File: src/rtl/ysyx_22050499_wb_arbiter_pkg.sv
// Shared constants for the writeback arbiter and its scoreboard.
// Register count, address width, zero-register index and producer ids.
package ysyx_22050499_wb_arbiter_pkg;

    localparam int NREG = 16;
    localparam int RA_W = 4;
    localparam logic [RA_W-1:0] REG_ZERO = '0;

    typedef enum logic {
        PROD_ALU = 1'b0,
        PROD_LSU = 1'b1
    } prod_e;

endpackage

File: src/rtl/ysyx_22050499_wb_scoreboard.sv
// Busy-register scoreboard: one pending-write bit per GPR.
// Set on issue, cleared on writeback; x0 is never busy.
module ysyx_22050499_wb_scoreboard
    import ysyx_22050499_wb_arbiter_pkg::*;
(
    input  logic            clock,
    input  logic            reset,
    input  logic            set_en,
    input  logic [RA_W-1:0] set_rd,
    input  logic            clr_en,
    input  logic [RA_W-1:0] clr_rd,
    input  logic [RA_W-1:0] rs1,
    input  logic [RA_W-1:0] rs2,
    input  logic [RA_W-1:0] iss_rd,
    input  logic [RA_W-1:0] res_rd,
    output logic            rs1_busy,
    output logic            rs2_busy,
    output logic            iss_busy,
    output logic            res_busy
);

    logic [NREG-1:0] busy_q;
    logic [NREG-1:0] busy_d;

    // Next busy vector: clear the written register, set the issued one.
    always_comb begin
        busy_d = busy_q;
        if (clr_en) busy_d[clr_rd] = 1'b0;
        if (set_en) busy_d[set_rd] = 1'b1;
        busy_d[REG_ZERO] = 1'b0;
        if (reset) busy_d = '0;
    end

    // Busy vector register.
    always_ff @(posedge clock) begin
        busy_q <= busy_d;
    end

    assign rs1_busy = busy_q[rs1];
    assign rs2_busy = busy_q[rs2];
    assign iss_busy = busy_q[iss_rd];
    assign res_busy = busy_q[res_rd];

endmodule

File: src/rtl/ysyx_22050499_wb_arbiter.sv
// Writeback arbiter: picks one ALU/LSU result per cycle into a GPR write beat.
// Define WB_RR_ARB_EN for round-robin arbitration instead of fixed LSU priority.
module ysyx_22050499_wb_arbiter
    import ysyx_22050499_wb_arbiter_pkg::*;
#(
    parameter int DATA_WIDTH = 32
) (
    input  logic                  clock,
    input  logic                  reset,
    input  logic                  issue_valid,
    input  logic [3:0]            issue_rd,
    output logic                  issue_ready,
    input  logic [3:0]            rs1,
    input  logic [3:0]            rs2,
    output logic                  rs1_busy,
    output logic                  rs2_busy,
    input  logic                  alu_valid,
    input  logic [3:0]            alu_rd,
    input  logic [DATA_WIDTH-1:0] alu_data,
    output logic                  alu_ready,
    input  logic                  lsu_valid,
    input  logic [3:0]            lsu_rd,
    input  logic [DATA_WIDTH-1:0] lsu_data,
    output logic                  lsu_ready,
    output logic                  wen,
    output logic [3:0]            waddr,
    output logic [DATA_WIDTH-1:0] wdata,
    output logic                  sb_err
);

    logic                  wen_q, wen_d;
    logic [RA_W-1:0]       waddr_q, waddr_d;
    logic [DATA_WIDTH-1:0] wdata_q, wdata_d;
    logic                  sb_err_q, sb_err_d;

    logic                  iss_busy;
    logic                  res_busy;
    logic                  set_en;
    logic                  fire;
    logic [RA_W-1:0]       res_rd;
    logic [DATA_WIDTH-1:0] res_data;

`ifdef WB_RR_ARB_EN
    prod_e last_grant_q, last_grant_d;
    logic  grant_lsu;
    logic  grant_alu;

    // Round-robin grant: on collision the producer not granted last time wins.
    always_comb begin
        grant_lsu    = lsu_valid && (!alu_valid || last_grant_q == PROD_ALU);
        grant_alu    = alu_valid && !grant_lsu;
        lsu_ready    = !reset && grant_lsu;
        alu_ready    = !reset && grant_alu;
        last_grant_d = last_grant_q;
        if (grant_lsu) last_grant_d = PROD_LSU;
        else if (grant_alu) last_grant_d = PROD_ALU;
        if (reset) last_grant_d = PROD_ALU;
    end

    // Last-grant register.
    always_ff @(posedge clock) begin
        last_grant_q <= last_grant_d;
    end
`else
    // Fixed priority: LSU always wins, ALU only when LSU is idle.
    always_comb begin
        lsu_ready = !reset;
        alu_ready = !reset && !lsu_valid;
    end
`endif

    // Select the consumed result and compute the next write beat.
    always_comb begin
        fire     = 1'b0;
        res_rd   = alu_rd;
        res_data = alu_data;
        if (lsu_valid && lsu_ready) begin
            fire     = 1'b1;
            res_rd   = lsu_rd;
            res_data = lsu_data;
        end else if (alu_valid && alu_ready) begin
            fire = 1'b1;
        end
        wen_d    = fire && res_rd != REG_ZERO;
        waddr_d  = waddr_q;
        wdata_d  = wdata_q;
        sb_err_d = sb_err_q || (wen_d && !res_busy);
        if (wen_d) begin
            waddr_d = res_rd;
            wdata_d = res_data;
        end
        if (reset) begin
            wen_d    = 1'b0;
            waddr_d  = '0;
            wdata_d  = '0;
            sb_err_d = 1'b0;
        end
    end

    // Write beat and sticky error registers.
    always_ff @(posedge clock) begin
        wen_q    <= wen_d;
        waddr_q  <= waddr_d;
        wdata_q  <= wdata_d;
        sb_err_q <= sb_err_d;
    end

    assign issue_ready = !reset && (issue_rd == REG_ZERO || !iss_busy);
    assign set_en      = issue_valid && issue_ready && issue_rd != REG_ZERO;

    ysyx_22050499_wb_scoreboard u_sb (
        .clock    (clock),
        .reset    (reset),
        .set_en   (set_en),
        .set_rd   (issue_rd),
        .clr_en   (wen_q),
        .clr_rd   (waddr_q),
        .rs1      (rs1),
        .rs2      (rs2),
        .iss_rd   (issue_rd),
        .res_rd   (res_rd),
        .rs1_busy (rs1_busy),
        .rs2_busy (rs2_busy),
        .iss_busy (iss_busy),
        .res_busy (res_busy)
    );

    assign wen    = wen_q;
    assign waddr  = waddr_q;
    assign wdata  = wdata_q;
    assign sb_err = sb_err_q;

endmodule

File: config.mk
export PLATFORM = sky130hd
export DESIGN_NAME = ysyx_22050499_wb_arbiter
export DESIGN_NICKNAME = d
export VERILOG_FILES = /design/src/rtl/ysyx_22050499_wb_arbiter_pkg.sv /design/src/rtl/ysyx_22050499_wb_scoreboard.sv /design/src/rtl/ysyx_22050499_wb_arbiter.sv
export SDC_FILE = /design/constraint.sdc
export NUM_CORES = 1
export LEC_CHECK = 0
export ABC_AREA = 0
export CORE_AREA = 2 2 82 103
export CTS_BUF_LIST = sky130_fd_sc_hd__clkbuf_8 sky130_fd_sc_hd__clkbuf_16
export DETAILED_ROUTE_END_ITERATION = 16
export DIE_AREA = 0 0 84 105
export PLACE_DENSITY_LB_ADDON = 0.1
export SLEW_MARGIN = 20
export SYNTH_ARGS = -nofsm -noshare
export SYNTH_HDL_FRONTEND = slang
export SYNTH_SLANG_ARGS = --single-unit
File: constraint.sdc
create_clock -name clock -period 3.5 [get_ports clock]
set_input_delay 1.05 -clock clock [delete_from_list [all_inputs] [get_ports clock]]
set_output_delay 1.05 -clock clock [all_outputs]
set_load 0.05 [all_outputs]
* Word level (Yosys, flattened, before mapping) *
Cells that the tools add are included.

cells by class
  order comparisons = 7
  bitwise gates (word level) = 3
  reductions and logical operators = 19
  mux-type cells = 18

operators by type and width
  kind                  number
  $mux W16              2
  $mux W32              1
  $lt A4 B5 Y1 const B  5
  $and A16 B16 Y16      1
  $bmux W1 S4           4
  $not A16 Y16          1
  $or A16 B16 Y16       1
  $logic_and A1 B1 Y1   10
  $demux W1 S4          2
  $ge A4 B1 Y1 const B  2
  $mux W1               8
  $reduce_bool A4 Y1    2
  $logic_not A1 Y1      4
  $logic_not A4 Y1      1
  $mux W4               1
  $logic_or A1 B1 Y1    2

storage, ports and cells
  output and inout bits = 43
  word-level logic and storage cells = 53
  input port bits = 89
  flip-flop bits (word level) = 54

* Depth between registers and ports, before layout *
  depth in word-level cells = 9
  gate-level depth with buffers = 8
  depth with buffers taken out = 6

* By module *
Synthesis repeated with hierarchy kept, for this count alone.

unflattened totals
  cell total of the unflattened synthesis = 322
  area total of the unflattened synthesis = 3095.5 µm²

by module, submodules not included
  module                       sequential area each (µm²)  area an instance (µm²)  cells an instance  instances
  ysyx_22050499_wb_arbiter     760.7                       1860.5                  182                1
  ysyx_22050499_wb_scoreboard  300.3                       1234.9                  140                1

* Least setup slack after synthesis *
Ideal clock, no wire load.

  kind = input-to-output
  from = in issue_rd[0]
  to = out issue_ready
  stages on the path = 4
  arrival time = 2958 ps
  buffers on the path = 1
  path slack = -508 ps
  required time = 2450 ps
  cell sequence = clkbuf_1 > mux4_2 > mux4_2 > nor2_1

between the ends
  word-level cells in the longest chain between the ends = 5
  elaborated cells on any way between the ends = 6
  classes of those cells = mux: 2; reduce/logical: 4

RTL lines
  element                        RTL line                           text
  start: declaration             ysyx_22050499_wb_arbiter.sv:11     input logic [3:0] issue_rd,
  $bmux W1 S4                    ysyx_22050499_wb_scoreboard.sv:41  assign iss_busy = busy_q[iss_rd];
  $mux W1 (not written as such)  ysyx_22050499_wb_scoreboard.sv:41
  $logic_not A1 Y1               ysyx_22050499_wb_arbiter.sv:108    assign issue_ready = !reset && (issue_rd == REG_ZERO || !iss_busy);
  $logic_or A1 B1 Y1 *           ysyx_22050499_wb_arbiter.sv:108
  $logic_and A1 B1 Y1 *          ysyx_22050499_wb_arbiter.sv:108
  end: declaration               ysyx_22050499_wb_arbiter.sv:12     output logic issue_ready,

Every way passes the cells marked *; elsewhere a longest branch is shown, timed or not. The select of a mux whose other input is x is not followed.

* Worst setup path in the final report *
Same ends and word-level chain as after synthesis.

==> summary.md <==
| Metric | Value |
|---|---|
| Outcome | finished clean |
| Worst R2R Start | u_sb.busy_q[15] |
| Port Buffers | 131 |
| Reg clk slew, reported paths | 0.09 ns |
| Tmin final | 3.48 ns |
| Comb pwr share | 35.2% |
| Layout cell share with drive strength beyond 1 | 20.0% |
| Clock root buffer | clkbuf_8 |
| Cells after Synth | 307 |
| Routed len/inst | 16.2 µm |
| Peak supply drop | 0.200 mV |
| Via count | 2883 |
| Reg2Reg Depth | 3 |
| Post-DP HPWL | 6690 µm |
| Total core area | 7790 µm² |
| Period utilisation layout | 99.5% |
| Initial core utilization | 39.2% |
| Clock sinks | 53 |
| Setup Crit Path Kind | input pin to output pin |
| Reg power frac | 42.7% |
| CTS buffer count | 5 |
| Area occupied by multi-input gates | 1860 µm² |
| Worst setup EP type | output pin |
| I/O Pins | 132 |
| Insertion delay to the later sink of the worst-skew pair | 0.30 ns |
| Register Area | 1060 µm² |
| Initial antenna violation count | 0 |
| Worst slew pin tran | 0.626 ns |
| Setup crit start | issue_rd[0] |
| Syn Nets | 396 |
| Switching power | 0.000532 W |
| Leak | 1.70 nW |
| Post-route core utilization | 58.8% |
| Cell Int Power | 0.00105 W |
| DIE AREA | 8820 µm² |
| Clk network pwr share | 22.1% |
| Netlist cell types | 40 |
| Hold Crit Class | register to register |
| Critical Path Source Type | input pin |
| Largest net degree at the start of global routing | 43 |
| Final WS setup | 0.0190 ns |
| Final setup TNS | 0 ns |
| Most frequent cells in the layout | 118 x clkdlybuf4s50_1, 53 x dfxtp_1, 40 x nor2_1 |
| Die Wd | 84 µm |
| Finished Layout Cells | 534 |
| Max Root-Sink Buffers | 2 |
| CTS tree | built |
| Vias in the first global route | 2924 |
| RSZ-0062 raised after global routing | true |
| Worst-path maximum fanout | 4 |
| RR Endpoint | u_sb.busy_q[15] |
| Syn. warnings | 0 |
| Worst rel slew slack | 57.9% |
| Iter 0 DRT Violations | 103 |
| Switch share | 33.7% |
| Final hold violations | 0 |
| Final Max Slew Viols | 0 |
| Flop2flop setup slack | 1.80 ns |
| Setup crit end | issue_ready |
| ANT cells | 0 |
| Commonest non-fill, non-tap cell in the layout | clkdlybuf4s50_1 |
| P&R area growth vs syn | 50.1% |
| Final Wtd Congestion | 0.926 |
| Post-route ant nets | 0 |
| Worst hold margin | 0.479 ns |
| Gr usage total | 19.6% |
| Final nets | 528 |
| Synthesis-stage register bit count | 53 |
| H-tree levels | 2 |
| CP arrival | 2.43 ns |
| Final Setup Violations | 0 |
| Sequential element share of the synthesized area | 34.7% |
| Max-capacitance violation count | 0 |
| Filler cells | 711 |
| Dpl ws | -0.554 ns |
| # placed instances | 527 |
| Avg Inst Size Synth | 9.95 µm² |
| Drt first pass iters | 4 |
| Via density | 5.40 |
| Drt total wl | 8670 µm |
| Clk_skew | 0.00435 ns |
| Die height | 105 µm |
| Remaining DRCs | 0 |
| FMAX | 287 MHz |
| Pwr dens | 345 nW/µm² |
| Global-route wire length before repair | 14000 µm |
| GRT overflow | 0 |
| Post-Syn Area | 3060 µm² |
| Cell Rows | 36 |
| Req. time, crit path | 2.45 ns |
==> state kept, by name, indices dropped and copies added (netlist names) <==
| register | flops |
|---|---|
| sb_err | 1 |
| wdata | 32 |
| wen | 1 |
| waddr | 4 |
| u_sb.busy_q | 15 |
==> Yosys cell counts, drive strengths merged <==
master    n  area (µm²)
a22oi     1        7.51
a31o      1        8.76
a2bb2oi   1        8.76
a21oi     9        45.0
clkbuf   12        45.0
o21ai    16        80.1
nor2     41         154
inv       3        11.3
nand4     1        6.26
mux2i    39         394
nor3      1        5.00
a311oi    1        26.3
mux2      4        45.0
nor4      1        6.26
nand3    11        55.1
nand2    25        93.8
nor4bb    1        10.0
mux4     12         270
a32oi     1        8.76
or3       1        6.26
a32o      1        10.0
dfxtp    53        1060
or2       1        6.26
a211oi   34         420
o22a      1        8.76
or3b      1        8.76
o31ai     2        15.0
buf      10        83.8
a31oi     2        12.5
nor3b     1        7.51
nand2b    6        37.5
nor2b     2        12.5
o211ai    6        45.0
nor4b     1        8.76
nand3b    4        30.0
==> layout make-up <==
type | instances | share of cell area, %
Multi-Input combinational cell | 229 | 40.6
Timing Repair Buffer | 147 | 31.5
Sequential cell | 53 | 23.1
Tap cell | 95 | 2.59
Clock buffer | 6 | 1.80
Inverter | 3 | 0.246
Clock inverter | 1 | 0.0819
==> per-layer routing <==
layer	wire length (µm)	up-vias	GRT usage, %
met4	183	0	8.53
met3	514	16	4.27
met1	3300	1355	20.8
met5	0	-	0
li1	-	1409	-
met2	4670	103	36.5
==> per-stage QoR <==
| stage | power (W) | cell area [µm²] |
|---|---|---|
| 2_1_floorplan | 0.00102 | 3080 |
| 3_3_place_gp | 0.00124 | 4500 |
| 3_5_place_dp | 0.00125 | 4500 |
| 4_1_cts | 0.00160 | 4590 |
| 5_1_grt | 0.00165 | 4590 |
| 6_report | 0.00158 | 4590 |
==> worst min path at each step <==
stage	startpoint	end	cells past startpoint	slack (ns)
floorplan	u_sb.busy_q[5]	u_sb.busy_q[5]	2	0.48
detailed placement	sb_err	sb_err	1	0.46
global route	sb_err	sb_err	1	0.53
CTS	sb_err	sb_err	1	0.49
finish	sb_err	sb_err	1	0.48
global placement	sb_err	sb_err	1	0.46
==> critical path: stages <==
cell,delay [ns]
buf_6,0.10
mux4_2,0.51
mux4_2,0.51
nor2_4,0.12
buf_12,0.14
==> power by group through the flow <==
| stage | combinational [W] | sequential, W | clock, W |
|---|---|---|---|
| floorplan | 0.000206 | 0.000816 | 0 |
| global placement | 0.000556 | 0.000688 | 0 |
| detailed placement | 0.000561 | 0.000689 | 0 |
| CTS | 0.000562 | 0.000676 | 0.000358 |
| global route | 0.000590 | 0.000682 | 0.000379 |
| finish | 0.000556 | 0.000676 | 0.000349 |
==> cell families (layout without fill, tap and decap cells) <==
kind of cell,after synthesis,count (layout),synth area share [%]
flip-flops,53,53,34.7
AO/OA/AOI/OAI,76,76,22.8
buffers and inverters,25,157,4.59
AND/OR/NAND/NOR,98,98,14.7
multiplexers,55,55,23.2
==> timing repair <==
item	4_1_cts	5_1_grt
setup buffers	0	0
hold buffers	0	0
pin swaps	1	0
setup endpoints to repair	3	2
resized for setup	23	3
Note: power is estimated with default switching activity, not from simulation.
